**src/rtl/fire_pkg.sv**
```systemverilog
// Shared widths, FSM encoding and helpers for the fire dispatcher.
package fire_pkg;

  localparam int TAG_W_DEF    = 8;
  localparam int ADDR_W_DEF   = 10;
  localparam int FAN_W_DEF    = 6;
  localparam int WEIGHT_W_DEF = 16;

  typedef logic [2:0] state_t;

  localparam state_t ST_IDLE   = 3'd0;
  localparam state_t ST_PTR_RD = 3'd1;
  localparam state_t ST_PTR_LD = 3'd2;
  localparam state_t ST_SYN_RD = 3'd3;
  localparam state_t ST_SYN_LD = 3'd4;
  localparam state_t ST_EMIT   = 3'd5;

  function automatic logic [15:0] sat_inc16(input logic [15:0] v);
    return (v == 16'hFFFF) ? v : v + 16'd1;
  endfunction

endpackage

```
**src/rtl/fire_dispatch_stats.sv**
```systemverilog
// Saturating 16-bit spike and update counters; no added latency, no backpressure.
module fire_dispatch_stats
  import fire_pkg::*;
(
  input  logic        clk,
  input  logic        asyn_reset,
  input  logic        spike_inc,
  input  logic        upd_inc,
  output logic [15:0] spike_cnt,
  output logic [15:0] upd_cnt
);

  logic [15:0] spike_cnt_q, spike_cnt_d;
  logic [15:0] upd_cnt_q, upd_cnt_d;

  always_comb begin
    spike_cnt_d = spike_cnt_q;
    upd_cnt_d   = upd_cnt_q;
    if (spike_inc) spike_cnt_d = sat_inc16(spike_cnt_q);
    if (upd_inc)   upd_cnt_d   = sat_inc16(upd_cnt_q);
  end

  always_ff @(posedge clk or negedge asyn_reset) begin
    if (!asyn_reset) begin
      spike_cnt_q <= '0;
      upd_cnt_q   <= '0;
    end else begin
      spike_cnt_q <= spike_cnt_d;
      upd_cnt_q   <= upd_cnt_d;
    end
  end

  assign spike_cnt = spike_cnt_q;
  assign upd_cnt   = upd_cnt_q;

endmodule

```
**src/rtl/fire_dispatch.sv**
```systemverilog
// Walks a fired neuron's fanout list, one update per target; first upd_valid 4 edges after the dequeue,
// 3-cycle spacing; upd_valid/payload hold until upd_ready. DISPATCH_STATS_EN adds spike_cnt/upd_cnt.
module fire_dispatch
  import fire_pkg::*;
#(
  parameter int TAG_W    = TAG_W_DEF,
  parameter int ADDR_W   = ADDR_W_DEF,
  parameter int FAN_W    = FAN_W_DEF,
  parameter int WEIGHT_W = WEIGHT_W_DEF
) (
  input  logic                      clk,
  input  logic                      asyn_reset,
  input  logic                      fifo_empty,
  input  logic [TAG_W-1:0]          fifo_tag,
  output logic                      fifo_deq,
  output logic [TAG_W-1:0]          ptr_addr,
  input  logic [ADDR_W+FAN_W-1:0]   ptr_rdata,
  output logic [ADDR_W-1:0]         syn_addr,
  input  logic [TAG_W+WEIGHT_W-1:0] syn_rdata,
  output logic                      upd_valid,
  output logic [TAG_W-1:0]          upd_target,
  output logic [WEIGHT_W-1:0]       upd_weight,
  input  logic                      upd_ready,
  output logic                      busy
`ifdef DISPATCH_STATS_EN
  ,
  output logic [15:0]               spike_cnt,
  output logic [15:0]               upd_cnt
`endif
);

  state_t                state_q, state_d;
  logic [TAG_W-1:0]      ptr_addr_q, ptr_addr_d;
  logic [ADDR_W-1:0]     base_q, base_d;
  logic [FAN_W-1:0]      cnt_q, cnt_d;
  logic [FAN_W-1:0]      idx_q, idx_d;
  logic [ADDR_W-1:0]     syn_addr_q, syn_addr_d;
  logic                  upd_valid_q, upd_valid_d;
  logic [TAG_W-1:0]      upd_target_q, upd_target_d;
  logic [WEIGHT_W-1:0]   upd_weight_q, upd_weight_d;

  logic [ADDR_W-1:0]     ptr_base;
  logic [FAN_W-1:0]      ptr_cnt;
  logic [FAN_W-1:0]      idx_nxt;
  logic                  upd_hs;

  assign ptr_base = ptr_rdata[ADDR_W+FAN_W-1:FAN_W];
  assign ptr_cnt  = ptr_rdata[FAN_W-1:0];
  // idx never exceeds cnt-1, so idx+1 always fits in FAN_W bits
  assign idx_nxt  = idx_q + 1'b1;
  assign upd_hs   = upd_valid_q && upd_ready;

  // Gated by reset so a non-empty FIFO cannot be popped while held in reset
  assign fifo_deq = (state_q == ST_IDLE) && !fifo_empty && asyn_reset;

  always_comb begin
    state_d      = state_q;
    ptr_addr_d   = ptr_addr_q;
    base_d       = base_q;
    cnt_d        = cnt_q;
    idx_d        = idx_q;
    syn_addr_d   = syn_addr_q;
    upd_valid_d  = upd_valid_q;
    upd_target_d = upd_target_q;
    upd_weight_d = upd_weight_q;
    case (state_q)
      ST_IDLE: begin
        if (!fifo_empty) begin
          ptr_addr_d = fifo_tag;
          state_d    = ST_PTR_RD;
        end
      end
      ST_PTR_RD: state_d = ST_PTR_LD;
      ST_PTR_LD: begin
        base_d = ptr_base;
        cnt_d  = ptr_cnt;
        idx_d  = '0;
        if (ptr_cnt == '0) begin
          state_d = ST_IDLE;
        end else begin
          syn_addr_d = ptr_base;
          state_d    = ST_SYN_RD;
        end
      end
      ST_SYN_RD: state_d = ST_SYN_LD;
      ST_SYN_LD: begin
        upd_target_d = syn_rdata[TAG_W+WEIGHT_W-1:WEIGHT_W];
        upd_weight_d = syn_rdata[WEIGHT_W-1:0];
        upd_valid_d  = 1'b1;
        state_d      = ST_EMIT;
      end
      ST_EMIT: begin
        if (upd_hs) begin
          upd_valid_d = 1'b0;
          idx_d       = idx_nxt;
          if (idx_nxt == cnt_q) begin
            state_d = ST_IDLE;
          end else begin
            // Address wraps modulo the synapse memory size
            syn_addr_d = base_q + ADDR_W'(idx_nxt);
            state_d    = ST_SYN_RD;
          end
        end
      end
      default: state_d = ST_IDLE;
    endcase
  end

  always_ff @(posedge clk or negedge asyn_reset) begin
    if (!asyn_reset) begin
      state_q      <= ST_IDLE;
      ptr_addr_q   <= '0;
      base_q       <= '0;
      cnt_q        <= '0;
      idx_q        <= '0;
      syn_addr_q   <= '0;
      upd_valid_q  <= 1'b0;
      upd_target_q <= '0;
      upd_weight_q <= '0;
    end else begin
      state_q      <= state_d;
      ptr_addr_q   <= ptr_addr_d;
      base_q       <= base_d;
      cnt_q        <= cnt_d;
      idx_q        <= idx_d;
      syn_addr_q   <= syn_addr_d;
      upd_valid_q  <= upd_valid_d;
      upd_target_q <= upd_target_d;
      upd_weight_q <= upd_weight_d;
    end
  end

  assign ptr_addr   = ptr_addr_q;
  assign syn_addr   = syn_addr_q;
  assign upd_valid  = upd_valid_q;
  assign upd_target = upd_target_q;
  assign upd_weight = upd_weight_q;
  assign busy       = (state_q != ST_IDLE);

`ifdef DISPATCH_STATS_EN
  fire_dispatch_stats u_stats (
    .clk        (clk),
    .asyn_reset (asyn_reset),
    .spike_inc  (fifo_deq),
    .upd_inc    (upd_hs),
    .spike_cnt  (spike_cnt),
    .upd_cnt    (upd_cnt)
  );
`endif

endmodule

```
**config.mk**
```make
export PLATFORM = sky130hd
export DESIGN_NAME = fire_dispatch
export DESIGN_NICKNAME = d
export VERILOG_FILES = /design/src/rtl/fire_pkg.sv /design/src/rtl/fire_dispatch_stats.sv /design/src/rtl/fire_dispatch.sv
export SDC_FILE = /design/constraint.sdc
export NUM_CORES = 1
export LEC_CHECK = 0
export ABC_AREA = 1
export BUFFER_PORTS_ARGS = -buffer_cell sky130_fd_sc_hd__buf_2
export CORE_ASPECT_RATIO = 0.5
export CORE_MARGIN = 2
export CORE_UTILIZATION = 35
export DETAILED_ROUTE_END_ITERATION = 8
export GPL_ROUTABILITY_DRIVEN = 1
export GPL_TIMING_DRIVEN = 0
export HOLD_SLACK_MARGIN = 0.12
export PLACE_DENSITY = 0.56
export SYNTH_ARGS = -nofsm -noshare
export SYNTH_HDL_FRONTEND = slang
export SYNTH_SLANG_ARGS = --single-unit
```
**constraint.sdc**
```tcl
create_clock -name clk -period 2.65 [get_ports clk]
set_input_delay 0.53 -clock clk [delete_from_list [all_inputs] [get_ports clk]]
set_output_delay 0.53 -clock clk [all_outputs]
set_load 0.03 [all_outputs]
```
; After elaboration in Yosys (flattened, before gate mapping)
; Index checks and enable logic that the tools add are counted.
[classes]
n_eq_ne = 10
n_bitwise = 1
addsub = 2
n_reduce_logical = 14
muxes = 13
[op_table]
columns = op, count
row1 = 2-to-1 mux 10 bit, 3
row2 = case mux 10 bit (2 select lines), 1
row3 = case mux 3 bit (6 select lines), 1
row4 = case mux 6 bit (2 select lines), 1
row5 = adder 10 x 6 -> 10 bit, 1
row6 = "inequality test 2 bit, second input constant", 4
row7 = AND reduction 2 bit, 4
row8 = "adder 6 x 1 -> 6 bit, second input constant", 1
row9 = "equality test 3 x 2 -> 1 bit, second input constant", 2
row10 = "equality test 3 bit, second input constant", 2
row11 = equality test 6 bit, 1
row12 = zero test 6 bit, 1
row13 = 2-to-1 mux 3 bit, 2
row14 = 2-to-1 mux 6 bit, 1
row15 = 2-to-1 mux 2 bit, 2
row16 = AND reduction 4 bit, 1
row17 = nonzero test 2 bit, 2
row18 = "equality test 3 x 1 -> 1 bit, second input constant", 1
row19 = logical AND 1 bit, 3
row20 = zero test 3 bit, 1
row21 = nonzero test 3 bit, 1
row22 = case mux 1 bit (2 select lines), 1
row23 = zero test 1 bit, 1
row24 = 2-to-1 mux 1 bit, 1
row25 = inverter 1 bit, 1
[word_totals]
elab_cells = 49
inputBits = 52
regBits = 68
output_inout_bits = 45

; Logic depth before layout (Yosys ltp)
; Gate-level depths: netlist (run 1).
[logic_depth]
depth_word = 5
mapped_depth = 16

; Least setup slack after synthesis (run 1)
; OpenSTA, ideal clock, no wires.
[synth_timing]
kind = register to register
from = register idx_q[0]
to = register syn_addr_q[9], in the netlist syn_addr[9]
setup_ns = 0.118
path_slack_ns = 0.611
n_path_buf = 0
t_arrival_ns = 1.921
synth_period_minus_slack_ns = 2.039
path_stages_with_launch = 17
path_cell_list = dfrtp_1 > ha_1 > nand3_1 > nand2_1 > nand2_1 > inv_2 > ha_1 > nand2_1 > nand2_1 > a22oi_1 > nand2_1 > nand2_1 > nand2_1 > nand3_1 > nand2_1 > nand3_1 > nand2_1
[synth_via]
elab_chain_cells = 5
word_cells_on_any_way = 8
[synth_rtl]
columns = element, line_no
row1 = "start, declared", fire_dispatch.sv:36  ; logic [FAN_W-1:0] idx_q, idx_d;
row2 = "start signal, assigned", fire_dispatch.sv:125  ; idx_q <= idx_d;
row3 = adder 6 x 1 -> 6 bit *, fire_dispatch.sv:50  ; assign idx_nxt = idx_q + 1'b1;
row4 = adder 10 x 6 -> 10 bit, fire_dispatch.sv:100  ; syn_addr_d = base_q + ADDR_W'(idx_nxt);
row5 = 2-to-1 mux 10 bit, fire_dispatch.sv:96  ; if (idx_nxt == cnt_q) begin
row6 = 2-to-1 mux 10 bit, fire_dispatch.sv:93  ; if (upd_hs) begin
row7 = case mux 10 bit (2 select lines), fire_dispatch.sv:66  ; case (state_q)
row8 = "end signal, assigned", fire_dispatch.sv:126  ; syn_addr_q <= syn_addr_d;
row9 = "end, declared", fire_dispatch.sv:37  ; logic [ADDR_W-1:0] syn_addr_q, syn_addr_d;
; Every way passes the cells marked *; elsewhere a longest branch is shown, timed or not. The select of a mux whose other input is x is not followed.
; A chain may end at the register's enable or synchronous reset.

; Worst setup path after layout (run 1)
[layout_timing]
from = register idx_q[0]
to = register syn_addr_q[5], in the netlist syn_addr[5]
; Same word-level chain as after synthesis.

==> run metrics, run 1 <==
Hold Crit Class=input pin to asynchronous set/reset pin; CP endpoint kind=register; global route total overflow=0; M1 WL=3990 um; Routed Antenna Nets=0; Initial Util=0.359; WP data required=2.92 ns; Worst path max stage delay=0.48 ns; area leader, netlist=dfrtp_1; htree depth=3; Worst Path Buf+Inv=2; # setup viols final=0; Ys Warns=0; DP Area=0.00404 mm2; Area Growth Syn to Fin=28.1%; DR pass1 iterations=4; number of buffers created by CTS=9; row cnt=25; via count=2963; DIE AREA=0.0105 mm2; drt drc=0; pin count of the biggest net entering global routing=70; Mapped Nets=479; final net count=586; TritonCTS clock tree=yes; Die Wd=143 um; Fillers=959; Max Slew Vio Count=0; Core ar.=0.00942 mm2; Post-synth EDFFs=0; Place WS=0.256 ns; placed wire-length estimate=6070 um; Synth top area share=0.503; Post-synth top flop=dfrtp_1; Max FO, Critical Path=7; Netlist cell types=32; layout cell share with drive strength beyond 1=0.250; worst setup path class=register to register; PortBufs=96; Synth Cell Area=0.00338 mm2; first-pass GRT wire length=13600 um; diodes inserted=0; DR top layer=met4; Seq/Total Area, Yosys=0.503; Mapped Cells=419; Slew @ Worst Pin=0.864 ns; crit path DAT=2.64 ns; Crit-path slowest cell=dfrtp_1; Layout Skew=0.00746 ns; final worst path period need=2.38 ns; RSZ-0062 raised after global routing=no; most frequent cells after synthesis=nand2_1 (176), dfrtp_1 (68), inv_1 (38), nand3_1 (34), o21ai_0 (22); Placer Congestion=0.832; Leak Pwr=2.37 nW; CTS Root Cell=clkbuf_16; status=finished, final reports clean; initial antenna violation count=0; crit path cell chain=ha_2, nand2_1, nand2_1, inv_1, ha_1, nand3_1, nand3_1, inv_1, o21bai_1, nor2_1, o21ai_0, nand3_1, nand2_1; most numerous cell in the Yosys netlist=nand2_1; WL final=8150 um; PwrDens=1250 mW/mm2; routed len/inst=12.2 um; Final Hold Viols=0; Clock transition at path regs=0.06 ns; metal2 WL=3590 um; met3 WL post-DR=504 um; R2R setup slack=0.27 ns; Reg2Reg Launch Point=idx_q[0]; peak supply drop=0.000472 V; Top Ports=97; fin area=0.00433 mm2; Max Clk Rate=0.420 GHz; synthesized area per cell=8.07 um2; asr flop ratio synth=1.00; Slew headroom=0.424; clk buf depth=2; CTS Hold Bufs=0; total clock sinks=68; Final period util=0.898; Worst setup SP type=register; post-DR vias/cell=4.45; Clock Latency Late Sink=0.33 ns; r2r worst-path depth=13; CP Depth=13; worst hold margin=0.326 ns; Yosys reg bits=68; setup TNS=0 ns; Iter 0 DRT Violations=149; Worst Slack Setup Final=0.271 ns; worst r2r dst=syn_addr[5]; max_cap viols=0; delay-heaviest family, CP=simple AND/OR/NAND/NOR gates; synth top area cells=dfrtp_1 (50%), nand2_1 (20%), nand3_1 (5.0%); GRT Total Usage=0.170; Die Height=73.5 um; worst setup path startpoint=idx_q[0]; vias in the first global route=2791
[sequential cells by signal, indices dropped and copies added, names as in the netlist]
name,cells
upd_weight,16
base_q,10
syn_addr,10
ptr_addr,8
upd_target,8
cnt_q,6
idx_q,6
state_q,3
upd_valid,1
[where the power goes]
group	switching (mW)	internal (mW)	leakage, nW
Clock	0.445	0.732	0.136
Sequential	0.279	1.52	0.840
Combinational	1.69	0.758	1.39
Total	2.41	3.01	2.37
[stage by stage]
stage / utilization / total power [mW] / std cells
global route: 0.460 / 5.85 / 666
detailed placement: 0.429 / 4.28 / 650
finish: 0.460 / 5.42 / 666
floorplan: - / 3.54 / 419
global placement: 0.428 / 4.25 / 650
CTS: 0.460 / 5.48 / 666
[cells in the final DEF (no fill, tap or decap), types with 5 or more instances in the layout]
cell type	Yosys	routed
nand2_1	176	176
ha_1	7	6
dfrtp_1	68	68
clkbuf_16	0	9
nand3_1	34	34
inv_2	10	10
nor2_1	8	8
mux2_1	8	8
buf_2	0	95
nand4_1	5	5
inv_1	38	38
clkbuf_1	8	10
o21ai_0	22	22
a21oi_1	7	7
[routing by layer]
layer / GRT usage / vias to the layer above
li1: - / 1538
met1: 0.235 / 1353
met2: 0.257 / 64
met3: 0.0561 / 8
met4: 0.0451 / 0
met5: 0 / -
[worst max path at each step]
stage / slack (ns) / end
4_1_cts: 0.24 / syn_addr[9]
5_1_grt: 0.01 / syn_addr[7]
6_report: 0.27 / syn_addr[5]
2_1_floorplan: 0.61 / syn_addr[9]
3_3_place_gp: -0.08 / fifo_deq
3_5_place_dp: 0.26 / syn_addr[5]
[worst register-to-register path, cell delays in order (launching register included)]
cell	delay (ns)
dfrtp_1	0.48
ha_2	0.27
nand2_1	0.07
nand2_1	0.09
inv_1	0.07
ha_1	0.37
nand3_1	0.11
nand3_1	0.15
inv_1	0.06
o21bai_1	0.18
nor2_1	0.06
o21ai_0	0.22
nand3_1	0.12
nand2_1	0.08
[logic make-up (layout without fill, tap and decap cells)]
| group | after synthesis | after routing | share of synthesized area |
|---|---|---|---|
| muxes | 9 | 9 | 0.0296 |
| xor gates and xnor gates | 3 | 3 | 0.00777 |
| and+or+nand+nor | 237 | 237 | 0.303 |
| buffers and inverters | 57 | 169 | 0.0655 |
| AOI/OAI and AO/OA | 37 | 37 | 0.0595 |
| DFF | 68 | 68 | 0.503 |
| adders and majority gates | 8 | 8 | 0.0318 |
[repair_timing]
action                                  4_1_cts  5_1_grt
endpoints found under the setup margin        0        1
setup buffers                                 0        0
gates resized for setup                       0        1
[cell type report]
cell class              instances  area, um2  share of cell area
plain buffers                   9       41.3             0.00953
multi-input cells             294       1460               0.338
repair buffers                 96        483               0.111
inverters                      48        180              0.0416
clock buffers                  11        233              0.0537
well taps                     135        169              0.0390
clock inverters                 5       62.6              0.0144
flip-flops and latches         68       1700               0.393
Note: power is estimated with default switching activity, not from simulation.
==> run 2, diff against run 1 <==
--- a/config.mk
+++ b/config.mk
@@ -9,12 +9,12 @@
 export BUFFER_PORTS_ARGS = -buffer_cell sky130_fd_sc_hd__buf_2
 export CORE_ASPECT_RATIO = 0.5
 export CORE_MARGIN = 2
-export CORE_UTILIZATION = 35
+export CORE_UTILIZATION = 52
 export DETAILED_ROUTE_END_ITERATION = 8
 export GPL_ROUTABILITY_DRIVEN = 1
 export GPL_TIMING_DRIVEN = 0
 export HOLD_SLACK_MARGIN = 0.12
-export PLACE_DENSITY = 0.56
+export PLACE_DENSITY = 0.78
 export SYNTH_ARGS = -nofsm -noshare
 export SYNTH_HDL_FRONTEND = slang
 export SYNTH_SLANG_ARGS = --single-unit
==> run 2 against run 1 <==
Effect of this change: sequential share of layout area is 0.43 points higher; setup slack got worse by 0.036 ns; combinational power rose by 2%; highest routed layer unchanged; die area down 31%; critical endpoint is now syn_addr[7]; via count up 3.4%.
==> run metrics, run 2 (synthesized netlist as in run 1, its figures left out) <==
htree depth=3 (unchanged); Crit-path slowest cell=dfrtp_2; Leak Pwr=2.38 nW (+0.39%); placed wire-length estimate=5890 um (-3.0%); Clock Latency Late Sink=0.33 ns (about the same); RSZ-0062 raised after global routing=no; Die Wd=118 um (-17%); Max Slew Vio Count=0 (unchanged); most common cell after layout, fill and taps aside=nand2_1; Iter 0 DRT Violations=154 (+3.4%); Fillers=517 (-46%); PwrDens=1280 mW/mm2 (+2.2%); initial antenna violation count=0 (unchanged); number of flip-flops in the largest register=16 (unchanged); Resize count post-CTS=0 (unchanged); most frequent cells in the layout=nand2_1 (176), buf_2 (95), dfrtp_1 (67); total clock sinks=68 (unchanged); DR pass1 iterations=4 (unchanged); delay-heaviest family, CP=simple AND/OR/NAND/NOR gates; CTS Root Cell=clkbuf_16; CTS Hold Bufs=0 (unchanged); drt drc=0 (unchanged); post-DR vias/cell=4.95 (+11%); number of buffers created by CTS=9 (unchanged); Max Clk Rate=0.414 GHz (-1.5%); Worst path max stage delay=0.46 ns (-0.02 ns); DIE AREA=0.00721 mm2 (-31%); # setup viols final=0 (unchanged); peak supply drop=0.000733 V (+55%); layout cell share with drive strength beyond 1=0.260 (+0.00942); cell mode on critical path=nand2_1; Multi-input gate area=0.00147 mm2 (+0.51%); crit path DAT=2.67 ns (+0.03 ns); Placer Congestion=0.854 (+2.7%); status=finished, final reports clean; worst setup path startpoint=idx_q[0]; Final Hold Viols=0 (unchanged); pin count of the biggest net entering global routing=70 (unchanged); TritonCTS clock tree=yes; Routed Antenna Nets=0 (unchanged); Layout Skew=0.00588 ns (-0.00158 ns); via count=3064 (+3.4%); register area=0.00170 mm2 (about the same); Worst Path Buf+Inv=1 (-1); max_cap viols=0 (unchanged); vias in the first global route=2904 (+4.0%); diodes inserted=0 (unchanged); worst hold margin=0.323 ns (-0.00274 ns); clk buf depth=2 (unchanged); WP data required=2.91 ns (about the same); first-pass GRT wire length=13200 um (-3.3%); final net count=586 (unchanged); Final period util=0.911 (+0.0134); Hold Crit Class=input pin to asynchronous set/reset pin; R2R setup slack=0.24 ns (-0.04 ns); Cell Count, Final, Fillers Out=619 (-7.1%); global route total overflow=0 (unchanged); routed len/inst=13.1 um (+6.9%); Slew headroom=0.437 (+0.0133); CP endpoint kind=register; PortBufs=96 (unchanged); Die Height=61.0 um (-17%); Reg2Reg Launch Point=idx_q[0]; final worst path period need=2.41 ns (+0.0356 ns); worst setup path class=register to register; placed instance count=603 (-7.2%); row cnt=20 (-20%); Initial Util=0.547 (+0.188); Worst setup SP type=register; postcts setup bufs=0 (unchanged); Max FO, Critical Path=7 (unchanged); Clock transition at path regs=0.06 ns (about the same); Core ar.=0.00618 mm2 (-34%); GRT Total Usage=0.238 (+0.0682); Slew @ Worst Pin=0.845 ns (-0.0199 ns); WL final=8090 um (-0.68%); crit path cell chain=ha_1, nand3_1, nand2_1, nand2_1, inv_2, ha_2, nand2_1, nand2_1, a22oi_1, nand2_1, nand2_1, nand3_1, o21ai_0, nand3_1, nand2_1; Top Ports=97 (unchanged); Area Growth Syn to Fin=26.8%
==> run 2: changes by cell type in the layout (fill, tap and decap cells not counted) <==
| cell | delta |
|---|---|
| clkbuf_1 | -2 |
| ha_1 | -1 |
| nand3_2 | +1 |
| dfrtp_1 | -1 |
| ha_2 | +1 |
| nand3_1 | -1 |
| clkinv_2 | +1 |
| dfrtp_2 | +1 |
| inv_6 | +1 |
==> run 2: cell type report <==
| cell class | instances | area share |
|---|---|---|
| Sequential cell | 68 | 0.397 |
| Buffer | 9 | 0.00963 |
| Tap cell | 88 | 0.0257 |
| Timing Repair Buffer | 96 | 0.113 |
| Clock buffer | 9 | 0.0525 |
| Clock inverter | 7 | 0.0178 |
| Inverter | 48 | 0.0420 |
| Multi-Input combinational cell | 294 | 0.343 |
==> run 2: final timing paths <==
kind,end,cells after the start
max,syn_addr[7],15
min,upd_weight[5],1
max reg2reg,syn_addr[7],15
min reg2reg,upd_target[4],2
max in group asynchronous,idx_q[0],1
min in group clk,upd_weight[4],3
==> run 2: per-layer routing <==
| metal | global-route usage | vias to the layer above | wire, um |
|---|---|---|---|
| li1 | - | 1542 | - |
| met1 | 0.309 | 1437 | 3670 |
| met2 | 0.407 | 81 | 3910 |
| met3 | 0.0593 | 4 | 464 |
| met4 | 0.0775 | 0 | 52 |
| met5 | 0 | - | 0 |
==> run 2: per-stage QoR <==
| stage | utilization | setup slack (ns) | setup TNS (ns) | total power, mW | instance area [um2] |
|---|---|---|---|---|---|
| 6_report | 0.694 | 0.236 | 0 | 5.48 | 4290 |
| 3_3_place_gp | 0.643 | -0.0142 | -0.0142 | 4.20 | 3970 |
| 5_1_grt | 0.694 | 0.00777 | 0 | 5.87 | 4290 |
| 4_1_cts | 0.692 | 0.175 | 0 | 5.50 | 4280 |
| 2_1_floorplan | - | 0.611 | 0 | 3.54 | 3380 |
| 3_5_place_dp | 0.643 | 0.239 | 0 | 4.28 | 3980 |
==> run 2: power breakdown <==
group / internal, mW / switching, mW / total, mW
logic: 0.763 / 1.72 / 2.48
clock network: 0.732 / 0.454 / 1.19
registers: 1.52 / 0.295 / 1.81
total: 3.01 / 2.47 / 5.48
==> run 3, diff against run 2 <==
--- a/config.mk
+++ b/config.mk
@@ -9,12 +9,13 @@
 export BUFFER_PORTS_ARGS = -buffer_cell sky130_fd_sc_hd__buf_2
 export CORE_ASPECT_RATIO = 0.5
 export CORE_MARGIN = 2
-export CORE_UTILIZATION = 52
+export CORE_UTILIZATION = 56
 export DETAILED_ROUTE_END_ITERATION = 8
 export GPL_ROUTABILITY_DRIVEN = 1
 export GPL_TIMING_DRIVEN = 0
 export HOLD_SLACK_MARGIN = 0.12
-export PLACE_DENSITY = 0.78
+export PLACE_DENSITY_LB_ADDON = 0.05
 export SYNTH_ARGS = -nofsm -noshare
 export SYNTH_HDL_FRONTEND = slang
 export SYNTH_SLANG_ARGS = --single-unit
+export TNS_END_PERCENT = 1
==> constraint.sdc (replaced) <==
create_clock -name clk -period 3.1 [get_ports clk]
set_input_delay 0.62 -clock clk [delete_from_list [all_inputs] [get_ports clk]]
set_output_delay 0.62 -clock clk [all_outputs]
set_load 0.03 [all_outputs]
==> run 3 against run 2 <==
Effect of this change: utilization rose by 6.0 points; highest routed layer unchanged; clock skew decreased by 0.0013 ns; flip-flop and latch count unchanged; wire length increased by 2.0%; critical path type unchanged.
==> run metrics, run 3 (synthesized netlist as in run 1, its figures left out) <==
post-DR vias/cell=5.05 (+2.1%); # setup viols final=0 (unchanged); Iter 0 DRT Violations=177 (+15%); status=finished, final reports clean; Max Clk Rate=0.422 GHz (+1.8%); number of flip-flops in the largest register=16 (unchanged); Initial Util=0.598 (+0.0506); Area Growth Syn to Fin=26.0%; Fillers=461 (-11%); Final Hold Viols=0 (unchanged); WP data required=3.37 ns (+0.46 ns); CP endpoint kind=register; first-pass GRT wire length=13800 um (+4.6%); final worst path period need=2.37 ns (-0.0430 ns); Max FO, Critical Path=7 (unchanged); via count=3048 (-0.52%); Placer Congestion=0.854 (about the same); most frequent cells in the layout=nand2_1 (176), buf_2 (95), dfrtp_1 (68); Multi-input gate area=0.00146 mm2 (-0.68%); most common cell after layout, fill and taps aside=nand2_1; Top Ports=97 (unchanged); Layout Skew=0.00461 ns (-0.00128 ns); global route total overflow=0 (unchanged); Max Slew Vio Count=0 (unchanged); Slew headroom=0.427 (-0.0102); worst hold margin=0.400 ns (+0.0768 ns); Clock transition at path regs=0.05 ns (about the same); Die Height=59.0 um (-3.4%); pin count of the biggest net entering global routing=70 (unchanged); DR pass1 iterations=5 (+1); Resize count post-CTS=0 (unchanged); row cnt=19 (-5.0%); fin util=0.754 (+0.0597); WL final=8250 um (+2.0%); Leak Pwr=2.38 nW (+0.25%); crit path DAT=2.64 ns (-0.03 ns); Worst setup SP type=register; vias in the first global route=2960 (+1.9%); htree depth=3 (unchanged); clk buf depth=2 (unchanged); DIE AREA=0.00672 mm2 (-6.8%); layout cell share with drive strength beyond 1=0.249 (-0.0108); total clock sinks=68 (unchanged); Routed Antenna Nets=0 (unchanged); GRT Total Usage=0.275 (+0.0374); placed wire-length estimate=5890 um (+0.15%); initial antenna violation count=0 (unchanged); TritonCTS clock tree=yes; Core ar.=0.00566 mm2 (-8.5%); peak supply drop=0.000788 V (+7.6%); number of buffers created by CTS=9 (unchanged); CTS Hold Bufs=0 (unchanged); setup TNS=0 ns (unchanged); final net count=586 (unchanged); Slew @ Worst Pin=0.860 ns (+0.0154 ns); Die Wd=114 um (-3.5%); diodes inserted=0 (unchanged); routed len/inst=13.7 um (+4.7%); PwrDens=1110 mW/mm2 (-13%); drt drc=0 (unchanged); postcts setup bufs=0 (unchanged); max_cap viols=0 (unchanged); PortBufs=96 (unchanged); Clock Latency Late Sink=0.33 ns (about the same); register area=0.00170 mm2 (about the same); worst setup path class=register to register; RSZ-0062 raised after global routing=no; CTS Root Cell=clkbuf_16; Hold Crit Class=input pin to asynchronous set/reset pin; Final period util=0.765 (-0.146)
## run 3: report_power, final
| group | switching (mW) | leakage [nW] | total [mW] | internal [mW] |
|---|---|---|---|---|
| clock network | 0.371 | 0.148 | 1.07 | 0.696 |
| registers | 0.258 | 0.840 | 1.56 | 1.30 |
| logic | 1.45 | 1.40 | 2.09 | 0.643 |
## run 3: worst paths after layout
kind	from	endpoint	slack (ns)	cells after the start
max reg2reg	idx_q[0]	syn_addr[5]	0.73	14
min reg2reg	upd_target[7]	upd_target[7]	0.46	2
max in group asynchronous	asyn_reset	idx_q[1]	2.14	1
min	asyn_reset	ptr_addr[7]	0.40	1
min in group clk	upd_target[7]	upd_target[7]	0.46	2
max	idx_q[0]	syn_addr[5]	0.73	14
## run 3: critical path, cell delays in order, from the launching register on
cell	delay, ns
dfrtp_1	0.46
ha_1	0.28
inv_1	0.06
nand2_1	0.06
nand2_1	0.09
inv_1	0.07
ha_1	0.37
nand3_1	0.10
nand3_1	0.14
inv_1	0.06
o21bai_1	0.19
nor2_1	0.06
o21ai_0	0.20
nand3_1	0.10
nand2_1	0.08
## run 3: stage by stage
stage	instance area (um2)	instances	setup slack [ns]	power [mW]
3_5_place_dp	3960	588	0.724	3.66
6_report	4260	603	0.729	4.72
2_1_floorplan	3380	419	1.06	3.03
3_3_place_gp	3960	588	0.223	3.62
5_1_grt	4260	603	0.512	5.05
4_1_cts	4260	603	0.720	4.75
## run 3: per-layer routing
metal  routed length (um)  track usage
met1                 3760        0.360
met2                 3690        0.419
met3                  681        0.109
met4                  118        0.106
met5                    0            0
## run 3: layout make-up
class | count | share of cell area
Sequential cell | 68 | 0.399
Multi-Input combinational cell | 294 | 0.342
Timing Repair Buffer | 96 | 0.113
Clock buffer | 10 | 0.0537
Inverter | 48 | 0.0423
Tap cell | 73 | 0.0214
Clock inverter | 5 | 0.0182
Buffer | 9 | 0.00968
